`src/rtl/soc_top_pkg.sv`:
```
// rtl/soc_top_pkg.sv - command opcodes and UART engine state encoding shared by soc_top and soc_uart
package soc_top_pkg;

  localparam logic [3:0] CMD_LED_HI = 4'hA;
  localparam logic [7:0] CMD_STATUS = 8'hB0;
  localparam logic [7:0] CMD_CLR    = 8'hC0;

  typedef enum logic [1:0] {
    IDLE,
    START,
    DATA,
    STOP
  } uart_state_e;

endpackage

```
`src/rtl/soc_uart.sv`:
```
// rtl/soc_uart.sv - 8N1 UART receive and transmit engines, CLK_DIV clocks per bit
module soc_uart
  import soc_top_pkg::*;
#(
  parameter int CLK_DIV = 16
) (
  input  logic       i_clk,
  input  logic       i_rst_n,
  input  logic       i_rx,
  output logic       o_rx_valid,
  output logic [7:0] o_rx_data,
  output logic       o_frame_err,
  input  logic       i_tx_req,
  input  logic [7:0] i_tx_data,
  output logic       o_tx_busy,
  output logic       o_tx
);

  localparam logic [15:0] FULL = 16'(CLK_DIV - 1);
  localparam logic [15:0] HALF = 16'(CLK_DIV / 2 - 1);

  uart_state_e r_rx_state;
  logic [15:0] r_rx_cnt;
  logic [2:0]  r_rx_bit;
  logic [7:0]  r_rx_sh;
  logic        r_rx_wait;
  logic        r_rx_valid;
  logic        r_frame_err;

  // r_rx_wait holds the receiver off until the line has been seen high (after reset or a bad stop bit)
  always_ff @(posedge i_clk or negedge i_rst_n) begin
    if (!i_rst_n) begin
      r_rx_state  <= IDLE;
      r_rx_cnt    <= '0;
      r_rx_bit    <= '0;
      r_rx_sh     <= '0;
      r_rx_wait   <= 1'b1;
      r_rx_valid  <= 1'b0;
      r_frame_err <= 1'b0;
    end else begin
      r_rx_valid  <= 1'b0;
      r_frame_err <= 1'b0;
      case (r_rx_state)
        IDLE: begin
          r_rx_cnt <= '0;
          r_rx_bit <= '0;
          if (r_rx_wait)
            r_rx_wait <= !i_rx;
          else if (!i_rx)
            r_rx_state <= START;
        end
        START: begin
          if (r_rx_cnt == HALF) begin
            r_rx_cnt   <= '0;
            r_rx_state <= i_rx ? IDLE : DATA;
          end else begin
            r_rx_cnt <= r_rx_cnt + 16'd1;
          end
        end
        DATA: begin
          if (r_rx_cnt == FULL) begin
            r_rx_cnt <= '0;
            r_rx_sh  <= {i_rx, r_rx_sh[7:1]};
            r_rx_bit <= r_rx_bit + 3'd1;
            if (r_rx_bit == 3'd7)
              r_rx_state <= STOP;
          end else begin
            r_rx_cnt <= r_rx_cnt + 16'd1;
          end
        end
        STOP: begin
          if (r_rx_cnt == FULL) begin
            r_rx_cnt   <= '0;
            r_rx_state <= IDLE;
            if (i_rx) begin
              r_rx_valid <= 1'b1;
            end else begin
              r_frame_err <= 1'b1;
              r_rx_wait   <= 1'b1;
            end
          end else begin
            r_rx_cnt <= r_rx_cnt + 16'd1;
          end
        end
        default: r_rx_state <= IDLE;
      endcase
    end
  end

  assign o_rx_valid  = r_rx_valid;
  assign o_rx_data   = r_rx_sh;
  assign o_frame_err = r_frame_err;

  uart_state_e r_tx_state;
  logic [15:0] r_tx_cnt;
  logic [2:0]  r_tx_bit;
  logic [7:0]  r_tx_sh;
  logic        r_tx;

  always_ff @(posedge i_clk or negedge i_rst_n) begin
    if (!i_rst_n) begin
      r_tx_state <= IDLE;
      r_tx_cnt   <= '0;
      r_tx_bit   <= '0;
      r_tx_sh    <= '0;
      r_tx       <= 1'b1;
    end else begin
      case (r_tx_state)
        IDLE: begin
          r_tx_cnt <= '0;
          r_tx_bit <= '0;
          if (i_tx_req) begin
            r_tx_sh    <= i_tx_data;
            r_tx       <= 1'b0;
            r_tx_state <= START;
          end
        end
        START: begin
          if (r_tx_cnt == FULL) begin
            r_tx_cnt   <= '0;
            r_tx       <= r_tx_sh[0];
            r_tx_sh    <= {1'b0, r_tx_sh[7:1]};
            r_tx_state <= DATA;
          end else begin
            r_tx_cnt <= r_tx_cnt + 16'd1;
          end
        end
        DATA: begin
          if (r_tx_cnt == FULL) begin
            r_tx_cnt <= '0;
            r_tx_bit <= r_tx_bit + 3'd1;
            if (r_tx_bit == 3'd7) begin
              r_tx       <= 1'b1;
              r_tx_state <= STOP;
            end else begin
              r_tx    <= r_tx_sh[0];
              r_tx_sh <= {1'b0, r_tx_sh[7:1]};
            end
          end else begin
            r_tx_cnt <= r_tx_cnt + 16'd1;
          end
        end
        STOP: begin
          if (r_tx_cnt == FULL)
            r_tx_state <= IDLE;
          else
            r_tx_cnt <= r_tx_cnt + 16'd1;
        end
        default: r_tx_state <= IDLE;
      endcase
    end
  end

  assign o_tx_busy = (r_tx_state != IDLE);
  assign o_tx      = r_tx;

endmodule

```
`src/rtl/soc_top.sv`:
```
// rtl/soc_top.sv - reset control, input sync, UART command decoder, LED/error registers, heartbeat
// Heartbeat counter on gpio_out[5] is built only when SOC_HEARTBEAT_EN is defined.
module soc_top
  import soc_top_pkg::*;
#(
  parameter int CLK_DIV = 16,
  parameter int HB_DIV  = 1000000
) (
  input  logic       clock,
  input  logic       reset,
  input  logic [3:0] externalPins_gpio_in,
  input  logic       externalPins_uart_rx,
  output logic [5:0] externalPins_gpio_out,
  output logic       externalPins_uart_tx
);

  logic       w_rst_src_n;
  logic [1:0] r_rst_sync;
  logic       w_rst_n;

  assign w_rst_src_n = reset & externalPins_gpio_in[0];

  // Either source clears the chain at once; release ripples through two flops
  always_ff @(posedge clock or negedge w_rst_src_n) begin
    if (!w_rst_src_n)
      r_rst_sync <= 2'b00;
    else
      r_rst_sync <= {r_rst_sync[0], 1'b1};
  end

  assign w_rst_n = r_rst_sync[1];

  logic [1:0] r_rx_sync;
  logic [2:0] r_gpio_s1;
  logic [2:0] r_gpio_s2;

  always_ff @(posedge clock or negedge w_rst_n) begin
    if (!w_rst_n) begin
      r_rx_sync <= 2'b00;
      r_gpio_s1 <= '0;
      r_gpio_s2 <= '0;
    end else begin
      r_rx_sync <= {r_rx_sync[0], externalPins_uart_rx};
      r_gpio_s1 <= externalPins_gpio_in[3:1];
      r_gpio_s2 <= r_gpio_s1;
    end
  end

  logic       w_rx_valid;
  logic [7:0] w_rx_data;
  logic       w_frame_err;
  logic       w_tx_busy;
  logic       w_tx;
  logic       w_tx_req;
  logic [7:0] w_resp;
  logic       w_err;
  logic       w_clr;
  logic       w_drop;
  logic       w_hb;

  logic [3:0] r_led;
  logic       r_frame_err;
  logic       r_overrun;

  assign w_err    = r_frame_err | r_overrun;
  assign w_clr    = w_rx_valid && (w_rx_data == CMD_CLR);
  assign w_resp   = (w_rx_data == CMD_STATUS) ? {r_gpio_s2, w_err, r_led} : w_rx_data;
  assign w_tx_req = w_rx_valid & ~w_tx_busy;
  assign w_drop   = w_rx_valid & w_tx_busy;

  soc_uart #(
    .CLK_DIV(CLK_DIV)
  ) u_uart (
    .i_clk      (clock),
    .i_rst_n    (w_rst_n),
    .i_rx       (r_rx_sync[1]),
    .o_rx_valid (w_rx_valid),
    .o_rx_data  (w_rx_data),
    .o_frame_err(w_frame_err),
    .i_tx_req   (w_tx_req),
    .i_tx_data  (w_resp),
    .o_tx_busy  (w_tx_busy),
    .o_tx       (w_tx)
  );

  // A clear command beats a simultaneous framing error; a dropped echo re-flags overrun
  always_ff @(posedge clock or negedge w_rst_n) begin
    if (!w_rst_n) begin
      r_led       <= '0;
      r_frame_err <= 1'b0;
      r_overrun   <= 1'b0;
    end else begin
      if (w_rx_valid && (w_rx_data[7:4] == CMD_LED_HI))
        r_led <= w_rx_data[3:0];
      if (w_clr)
        r_frame_err <= 1'b0;
      else if (w_frame_err)
        r_frame_err <= 1'b1;
      if (w_drop)
        r_overrun <= 1'b1;
      else if (w_clr)
        r_overrun <= 1'b0;
    end
  end

`ifdef SOC_HEARTBEAT_EN
  localparam int HB_W = (HB_DIV > 1) ? $clog2(HB_DIV) : 1;
  logic [HB_W-1:0] r_hb_cnt;
  logic            r_hb;

  always_ff @(posedge clock or negedge w_rst_n) begin
    if (!w_rst_n) begin
      r_hb_cnt <= '0;
      r_hb     <= 1'b0;
    end else if (r_hb_cnt == HB_W'(HB_DIV - 1)) begin
      r_hb_cnt <= '0;
      r_hb     <= ~r_hb;
    end else begin
      r_hb_cnt <= r_hb_cnt + HB_W'(1);
    end
  end

  assign w_hb = r_hb;
`else
  assign w_hb = 1'b0;
`endif

  assign externalPins_gpio_out = {w_hb, w_err, r_led};
  assign externalPins_uart_tx  = w_tx;

endmodule

```
`config.mk`:
```
export PLATFORM = sky130hd
export DESIGN_NAME = soc_top
export DESIGN_NICKNAME = d
export VERILOG_FILES = /design/src/rtl/soc_top_pkg.sv /design/src/rtl/soc_uart.sv /design/src/rtl/soc_top.sv
export SDC_FILE = /design/constraint.sdc
export NUM_CORES = 1
export LEC_CHECK = 0
export CORE_ASPECT_RATIO = 1.5
export CORE_UTILIZATION = 40
export CTS_BUF_LIST = sky130_fd_sc_hd__clkbuf_4
export DETAILED_ROUTE_END_ITERATION = 12
export GPL_ROUTABILITY_DRIVEN = 0
export PLACE_DENSITY = 0.61
export SLEW_MARGIN = 20
export SYNTH_ARGS = -nofsm -noshare
export SYNTH_HDL_FRONTEND = slang
export SYNTH_SLANG_ARGS = --single-unit
```
`constraint.sdc`:
```
create_clock -name clock -period 3.3 [get_ports clock]
set_clock_uncertainty 0.1 [all_clocks]
set_input_delay 0.825 -clock clock [delete_from_list [all_inputs] [get_ports clock]]
set_output_delay 0.825 -clock clock [all_outputs]
set_load 0.05 [all_outputs]
```
==> results.toml, run 1 <==
[routing]
wl_per_cell_um = 14.6
vias = 2651
avgViaCountPerCell = 5.39
totalWireLength_um = 7180
drcViolationCount = 0
ant_nets = 0
dr.first_iter.drc_count = 94
dr.pass1.iters = 4

[sta]
setup_viol = 0
finalCriticalPeriod_ps = 2790
hold_violations = 0
max_slew_margin_pct = 36.6
fin_crit_sh_pct = 84.4
tns_ps = 0
rsz0062_at_grt = "false"
drv_slew = 0
worst_slew_pin_slew_ps = 952
max_freq_mhz = 359

[global_route]
grt_pass1_vias = 2734
antenna_found_initial = 1
grt_pass1_wl_um = 12500
grt_max_degree = 77
track_usage_pct = 16.6
grt-ovfl-total = 0

[clocking]
hold_buffers = 0
clkSinkCount = 78
clockBufferDepth = 2
clk_pin_slew_worst_paths_ps = 120
insertion_delay_ps = 430
postCtsSetupRepairBufs = 0
htree_levels = 3
clock_tree.root_cell = "clkbuf_4"
cts_buffers = 9
cts_resized = 0
tritoncts = "yes"

[finish]
nets = 393
fillers = 876
drive_above_1_share_pct = 11.1
multi_input_area_um2 = 1750
register_area_um2 = 1960
area_delta_synth_final_pct = 9.34

[power]
peakVddDrop_mv = 0.361
p_leak_nw = 1.84
p_per_area_nw_per_um2 = 700
total_power_mw = 2.95

[floorplanning]
rows = 43
io_pins = 14
dieWidth_um = 82.2
core-area_um2 = 9310
dieArea_um2 = 10100
fp.dieH_um = 122
start_util_pct = 41.5

[synthesis]
synth_async_sr_flop_share_pct = 100
seq_area_frac_synth_pct = 50.6
ys.flop_type = "dfrtp_1"
yosys_warnings = 0
synth-edff-count = 0
syn_avg_cell_area_um2 = 10.7
synth_cell_type_count = 57
yosys.area.top_type = "dfrtp_1"
synth-seq-cells = 78
synth_area_um2 = 3860
netlist_top_cells_area = "dfrtp_1 (49%), xnor2_1 (4.5%), ha_1 (3.9%)"
yosysMostFrequentCell = "dfrtp_1"
syn_nets = 379
yosys-top-cells-count = "dfrtp_1 (76), nor2_1 (32), inv_1 (27)"
yosys.area.top_type_share_pct = 49.3
netlist_instances = 360

[setup_path]
cp-end-kind = "primary output"
path_class = "reg2out"
crit_path_start_kind = "register"
r2r_slack_ps = 920
cp_data_arrival_time_ps = 1860
r2r_start = "u_uart.r_tx_cnt[8]"
startpoint = "r_overrun"
path_max_fanout = 2
required_ps = 2370

[place]
portBuffers = 12
dp_hpwl_um = 5150

[min_path]
hp-start = "r_rx_sync[0]"
hold_class = "reg2reg"

[outcome]
status = "finished, final reports clean"

[flow_run]
drv_cap = 0
## where the power goes
part / leakage, nW / total [mW] / internal [mW] / switching [mW]
registers: 1.02 / 1.30 / 1.12 / 0.175
clock network: 0.0744 / 0.573 / 0.234 / 0.339
logic: 0.740 / 1.08 / 0.442 / 0.639
total: 1.84 / 2.95 / 1.80 / 1.15
## layout make-up
| type | count | area share (%) |
|---|---|---|
| well taps | 112 | 3.32 |
| flip-flops and latches | 78 | 46.4 |
| inverters | 28 | 2.49 |
| multi-input cells | 244 | 41.4 |
| clock buffers | 9 | 1.60 |
| clock inverters | 7 | 1.72 |
| repair buffers | 13 | 3.02 |
| diodes | 1 | 0.0593 |
## metrics by stage
| step | hold slack (ps) | instance area, µm² | setup WS [ps] | instances | utilization (%) |
|---|---|---|---|---|---|
| finish | 262 | 4220 | 514 | 492 | 45.3 |
| global route | 269 | 4220 | 446 | 492 | 45.3 |
| CTS | 266 | 4220 | 481 | 491 | 45.3 |
| detailed placement | 237 | 4080 | 923 | 475 | 43.8 |
| global placement | 233 | 4080 | 985 | 475 | 43.8 |
| floorplan | 231 | 3860 | 870 | 360 | - |
## critical path, stage by stage (launching register included)
cell	delay, ps
dfrtp_1	390
or2_2	310
clkdlybuf4s50_1	740
## final timing paths
kind / to / cells past startpoint
max: externalPins_gpio_out[4] / 2
min: r_rx_sync[1] / 0
max reg2reg: u_uart.r_tx_cnt[6] / 4
min reg2reg: r_rx_sync[1] / 0
max in group asynchronous: u_uart.r_tx_cnt[8] / 0
min in group asynchronous: r_gpio_s2[2] / 0
## kinds of logic after synthesis
family	synth area share (%)
AND/OR/NAND/NOR	18.1
flip-flops	50.6
other	0.195
adder cells (fa/ha/maj)	3.89
AO/OA/AOI/OAI	10.3
multiplexers	7.49
buffers and inverters	4.12
XOR/XNOR	5.22
## flip-flops by register name, summed over array words and instances (netlist names), 2 cells and up, named ones only
| signal | flops |
|---|---|
| r_rst_sync | 2 |
| r_led | 4 |
| u_uart.r_tx_state | 2 |
| u_uart.r_tx_sh | 8 |
| u_uart.r_rx_cnt | 16 |
| u_uart.r_tx_cnt | 16 |
| u_uart.r_rx_bit | 3 |
| r_rx_sync | 2 |
| u_uart.o_rx_data | 8 |
| r_gpio_s2 | 3 |
| r_gpio_s1 | 3 |
| u_uart.r_tx_bit | 3 |
## cell usage in the layout (no fill, tap or decap), types with 3 or more instances in the layout
cell and count:
dfrtp_1 75, nor2_1 32, inv_1 27, nand2_1 22, xnor2_1 20, o21ai_0 19
mux2i_1 12, ha_1 12, clkdlybuf4s50_1 12, nand3_1 11, nor4_1 11, mux2_1 11
clkbuf_4 9, a21oi_1 7, a311o_1 6, or3_1 5, nor3_1 5, nand4_1 4
nor4_2 4, o31ai_1 4, nand3b_1 4, mux2_2 4, or2_2 3, and3_1 3
xor2_1 3, and2_1 3, o311ai_0 3
## metal layers
layer / vias to the layer above / wire length, µm / global-route usage (%) / part of all wire, %
li1: 1301 / - / - / -
met1: 1302 / 3040 / 18.8 / 42
met2: 34 / 3790 / 28.7 / 53
met3: 14 / 152 / 3.57 / 2.1
met4: 0 / 196 / 8.22 / 2.7
met5: - / 0 / 0 / 0
Power figures use the tool's default switching activity.
==> run 2, diff against run 1 <==
clock period = 2.9 ns   (was 3.3 ns; I/O delays follow)
==> results.toml, run 2 (synthesis results as in run 1) <==
[power]
p_leak_nw = 1.84
peakVddDrop_mv = 0.339
p_seq_share_pct = 43.6
clkPwrFrac_pct = 20.2
sw_frac_of_total_pct = 39.8
p_per_area_nw_per_um2 = 800
total_power_mw = 3.39
power_switching_mw = 1.35
internal-power_mw = 2.04
combPwrFrac_pct = 36.2

[clocking]
clkSinkCount = 78
cts_buffers = 9
htree_levels = 3
insertion_delay_ps = 430
clock_tree.root_cell = "clkbuf_4"
postCtsSetupRepairBufs = 0
cts_resized = 0
clockBufferDepth = 2
hold_buffers = 0
clk_pin_slew_worst_paths_ps = 140
tritoncts = "yes"

[routing]
ant_nets = 0
totalWireLength_um = 7450
drcViolationCount = 0
dr.pass1.iters = 4
dr.first_iter.drc_count = 96
vias = 2686
wl_per_cell_um = 15.1
avgViaCountPerCell = 5.45

[finish]
final_cell_mix = "dfrtp_1 (75), nor2_1 (32), inv_1 (27)"
layout.cells.non_filler = 493
drive_above_1_share_pct = 11.6
area_delta_synth_final_pct = 9.76
largestRegisters = "u_uart.r_rx_cnt x16, u_uart.r_tx_cnt x16"
final_common_cell = "dfrtp_1"
nets = 394
design_area_um2 = 4240

[outcome]
status = "finished, final reports clean"

[sta]
max_slew_margin_pct = 36.3
fin_crit_sh_pct = 92.3
finalCriticalPeriod_ps = 2680
tns_ps = 0
worst_slew_pin_slew_ps = 955
drv_slew = 0
max_freq_mhz = 374
rsz0062_at_grt = "false"
hold_violations = 0
setup_viol = 0

[floorplanning]
dieWidth_um = 82.2
start_util_pct = 41.5
dieArea_um2 = 10100
core-area_um2 = 9310
rows = 43
io_pins = 14
fp.dieH_um = 122

[setup_path]
reg2reg_depth = 6
required_ps = 2080
critPathSlowestCell = "clkdlybuf4s50_1"
crit_path_start_kind = "register"
path_max_fanout = 2
cpPeakStageDelay_ps = 710
path_class = "reg2out"
worstPathCellList = "or2_2, clkdlybuf4s50_1"
cp-end-kind = "primary output"
cp_data_arrival_time_ps = 1850

[global_route]
grt_max_degree = 77
grt-ovfl-total = 0
grt_pass1_wl_um = 12500
track_usage_pct = 16.6
antenna_found_initial = 1
grt_pass1_vias = 2687

[place]
portBuffers = 12
dp_hpwl_um = 5310
placement.cell_area_um2 = 4080
dp_cells = 476

[min_path]
hold_class = "reg2reg"
whs_path_depth = 0

[flow_run]
drv_cap = 0
==> run 2: cell count changes in the layout (fill, tap and decap cells not counted) <==
cell      delta
buf_4        +1
clkinv_1     -1
clkinv_2     -1
clkinv_4     +2
==> run 2: layer usage <==
layer | global-route usage (%) | part of all wire, % | vias up
li1 | - | - | 1305
met1 | 19.7 | 43 | 1335
met2 | 26.6 | 52 | 30
met3 | 3.42 | 2.1 | 16
met4 | 10.6 | 3.3 | 0
met5 | 0 | 0 | -
==> run 2: final cells by class <==
type	count	area [µm²]
clock buffers	9	67.6
inverters	28	105
multi-input cells	244	1750
fillers	872	5070
diodes	1	2.50
repair buffers	14	135
clock inverters	7	81.3
well taps	112	140
flip-flops and latches	78	1960
==> run 2: worst max-delay path, delay by kind of cell (launching register included) <==
kind / cells / cell delay, ps
buffers and inverters: 1 / 710
DFF: 1 / 390
and+or+nand+nor: 1 / 320
==> run 2: worst paths after layout <==
check / start / endpoint / slack (ps)
max: r_overrun / externalPins_gpio_out[4] / 220
min: r_gpio_s1[2] / r_gpio_s2[2] / 260
max reg2reg: u_uart.r_tx_state[0] / u_uart.r_tx_cnt[13] / 350
min reg2reg: r_gpio_s1[2] / r_gpio_s2[2] / 260
max in group asynchronous: r_rst_sync[1] / r_rx_sync[0] / 1680
min in group asynchronous: r_rst_sync[1] / r_gpio_s2[2] / 410
==> run 2: power groups by stage <==
stage / clock network [mW] / registers, mW / logic (mW)
after global placement: 0 / 1.49 / 1.19
after floorplan: 0 / 1.45 / 1.00
after CTS: 0.716 / 1.48 / 1.24
after global routing: 0.748 / 1.51 / 1.38
after detailed placement: 0 / 1.50 / 1.24
final: 0.686 / 1.48 / 1.23
==> run 2: metrics by stage <==
stage          utilization, %  setup WS [ps]  hold slack (ps)
5_1_grt                  45.5           45.5              278
3_5_place_dp             43.9            378              236
2_1_floorplan               -            470              231
3_3_place_gp             43.9            533              231
4_1_cts                  45.5            168              265
6_report                 45.5            224              263
==> run 3, diff against run 2 <==
CELL_PAD_IN_SITES_DETAIL_PLACEMENT = 1   (was default)
CELL_PAD_IN_SITES_GLOBAL_PLACEMENT = 1   (was default)
CTS_CLUSTER_SIZE = 30   (was default)
PLACE_DENSITY = 0.72   (was 0.61)
SLEW_MARGIN = default   (was 20)
==> results.toml, run 3 (synthesis results as in run 1) <==
[floorplanning]
core-area_um2 = 9310
dieWidth_um = 82.2
fp.dieH_um = 122
io_pins = 14
start_util_pct = 41.5
rows = 43
dieArea_um2 = 10100

[finish]
drive_above_1_share_pct = 11.3
final_common_cell = "dfrtp_1"
fillers = 1020
final_cell_mix = "dfrtp_1 (75), nor2_1 (32), inv_1 (27)"
multi_input_area_um2 = 1750
area_delta_synth_final_pct = 9.05
insertedDiodeCount = 0
register_area_um2 = 1960
largestRegisters = "u_uart.r_rx_cnt x16, u_uart.r_tx_cnt x16"
nets = 396
design_area_um2 = 4210

[sta]
setup_viol = 0
drv_slew = 0
tns_ps = 0
hold_violations = 0
max_freq_mhz = 374
rsz0062_at_grt = "false"
fin_crit_sh_pct = 92.2
finalCriticalPeriod_ps = 2670
max_slew_margin_pct = 33.0
worst_slew_pin_slew_ps = 1010

[routing]
dr.first_iter.drc_count = 112
route.met3.wl_um = 154
met2_length_um = 4580
dr.pass1.iters = 4
wl_met1_um = 3260
vias = 2752
avgViaCountPerCell = 5.57
ant_nets = 0
drcViolationCount = 0
wl_per_cell_um = 16.5
highest_layer = "met4"
totalWireLength_um = 8170

[power]
p_seq_share_pct = 44.9
peakVddDrop_mv = 0.424
clkPwrFrac_pct = 16.8
p_per_area_nw_per_um2 = 786
p_leak_nw = 1.84
sw_frac_of_total_pct = 40.7
power_switching_mw = 1.35
combPwrFrac_pct = 38.3
internal-power_mw = 1.96

[clocking]
clockBufferDepth = 2
cts_buffers = 9
insertion_delay_ps = 420
cts_resized = 0
clk_pin_slew_worst_paths_ps = 120
tritoncts = "yes"
hold_buffers = 0
clock_tree.root_cell = "clkbuf_4"
postCtsSetupRepairBufs = 0
clkSinkCount = 78
htree_levels = 3

[setup_path]
path_class = "reg2out"
cp-end-kind = "primary output"
cp_data_arrival_time_ps = 1850
worstPathCellList = "or2_2, clkdlybuf4s50_1"
path_max_fanout = 2
path_buf_inv = 1
cp_top_family = "buffers and inverters"
crit_path_start_kind = "register"
critPathSlowestCell = "clkdlybuf4s50_1"
required_ps = 2080
cpPeakStageDelay_ps = 710

[global_route]
grt_max_degree = 77
grt-ovfl-total = 0
grt_pass1_vias = 2958
antenna_found_initial = 0
grt_pass1_wl_um = 14000
track_usage_pct = 18.7

[place]
portBuffers = 12
dp_hpwl_um = 5950
placement.cell_area_um2 = 4100

[flow_run]
drv_cap = 0

[outcome]
status = "finished, final reports clean"

[min_path]
hold_class = "reg2reg"
[run 3: cell types whose count changed in the layout (fill, tap and decap cells not counted), sizes merged]
cell | previous run | this run
diode | 1 | 0
clkinv | 4 | 7
buf | 2 | 4
inv | 29 | 27
bufinv | 1 | 0
[run 3: path summary, 6_finish.rpt]
kind | slack [ps] | endpoint | depth (start not counted) | start
max | 230 | externalPins_gpio_out[4] | 2 | r_overrun
min | 260 | r_rx_sync[1] | 0 | r_rx_sync[0]
max reg2reg | 490 | u_uart.r_tx_cnt[13] | 6 | u_uart.r_tx_state[0]
min reg2reg | 260 | r_rx_sync[1] | 0 | r_rx_sync[0]
max in group asynchronous | 1640 | u_uart.r_rx_bit[0] | 0 | r_rst_sync[1]
min in group asynchronous | 390 | r_gpio_s2[2] | 0 | r_rst_sync[1]
[run 3: through the flow]
stage	total power, mW	utilization [%]	hold WS, ps	instances	setup slack (ps)
2_1_floorplan	2.45	-	231	360	470
3_3_place_gp	2.74	44.0	232	478	599
3_5_place_dp	2.79	44.0	236	478	470
4_1_cts	3.37	45.2	266	494	174
5_1_grt	3.57	45.2	281	494	136
6_report	3.31	45.2	263	494	227
[run 3: power by group through the flow]
stage          Sequential (mW)  Combinational, mW  Clock, mW
2_1_floorplan             1.45               1.00          0
3_3_place_gp              1.49               1.24          0
3_5_place_dp              1.51               1.28          0
4_1_cts                   1.49               1.29      0.588
5_1_grt                   1.52               1.42      0.625
6_report                  1.48               1.27      0.555
[run 3: final cells by class]
class / instances / area share (%)
clock inverters: 7 / 0.981
flip-flops and latches: 78 / 46.5
multi-input cells: 244 / 41.5
clock buffers: 9 / 1.61
well taps: 112 / 3.33
inverters: 28 / 2.50
repair buffers: 16 / 3.57
[run 3: metal layers]
layer	global-route usage (%)	vias up
met4	7.89	0
li1	-	1300
met3	3.64	12
met1	20.0	1417
met2	34.6	23
met5	0	-
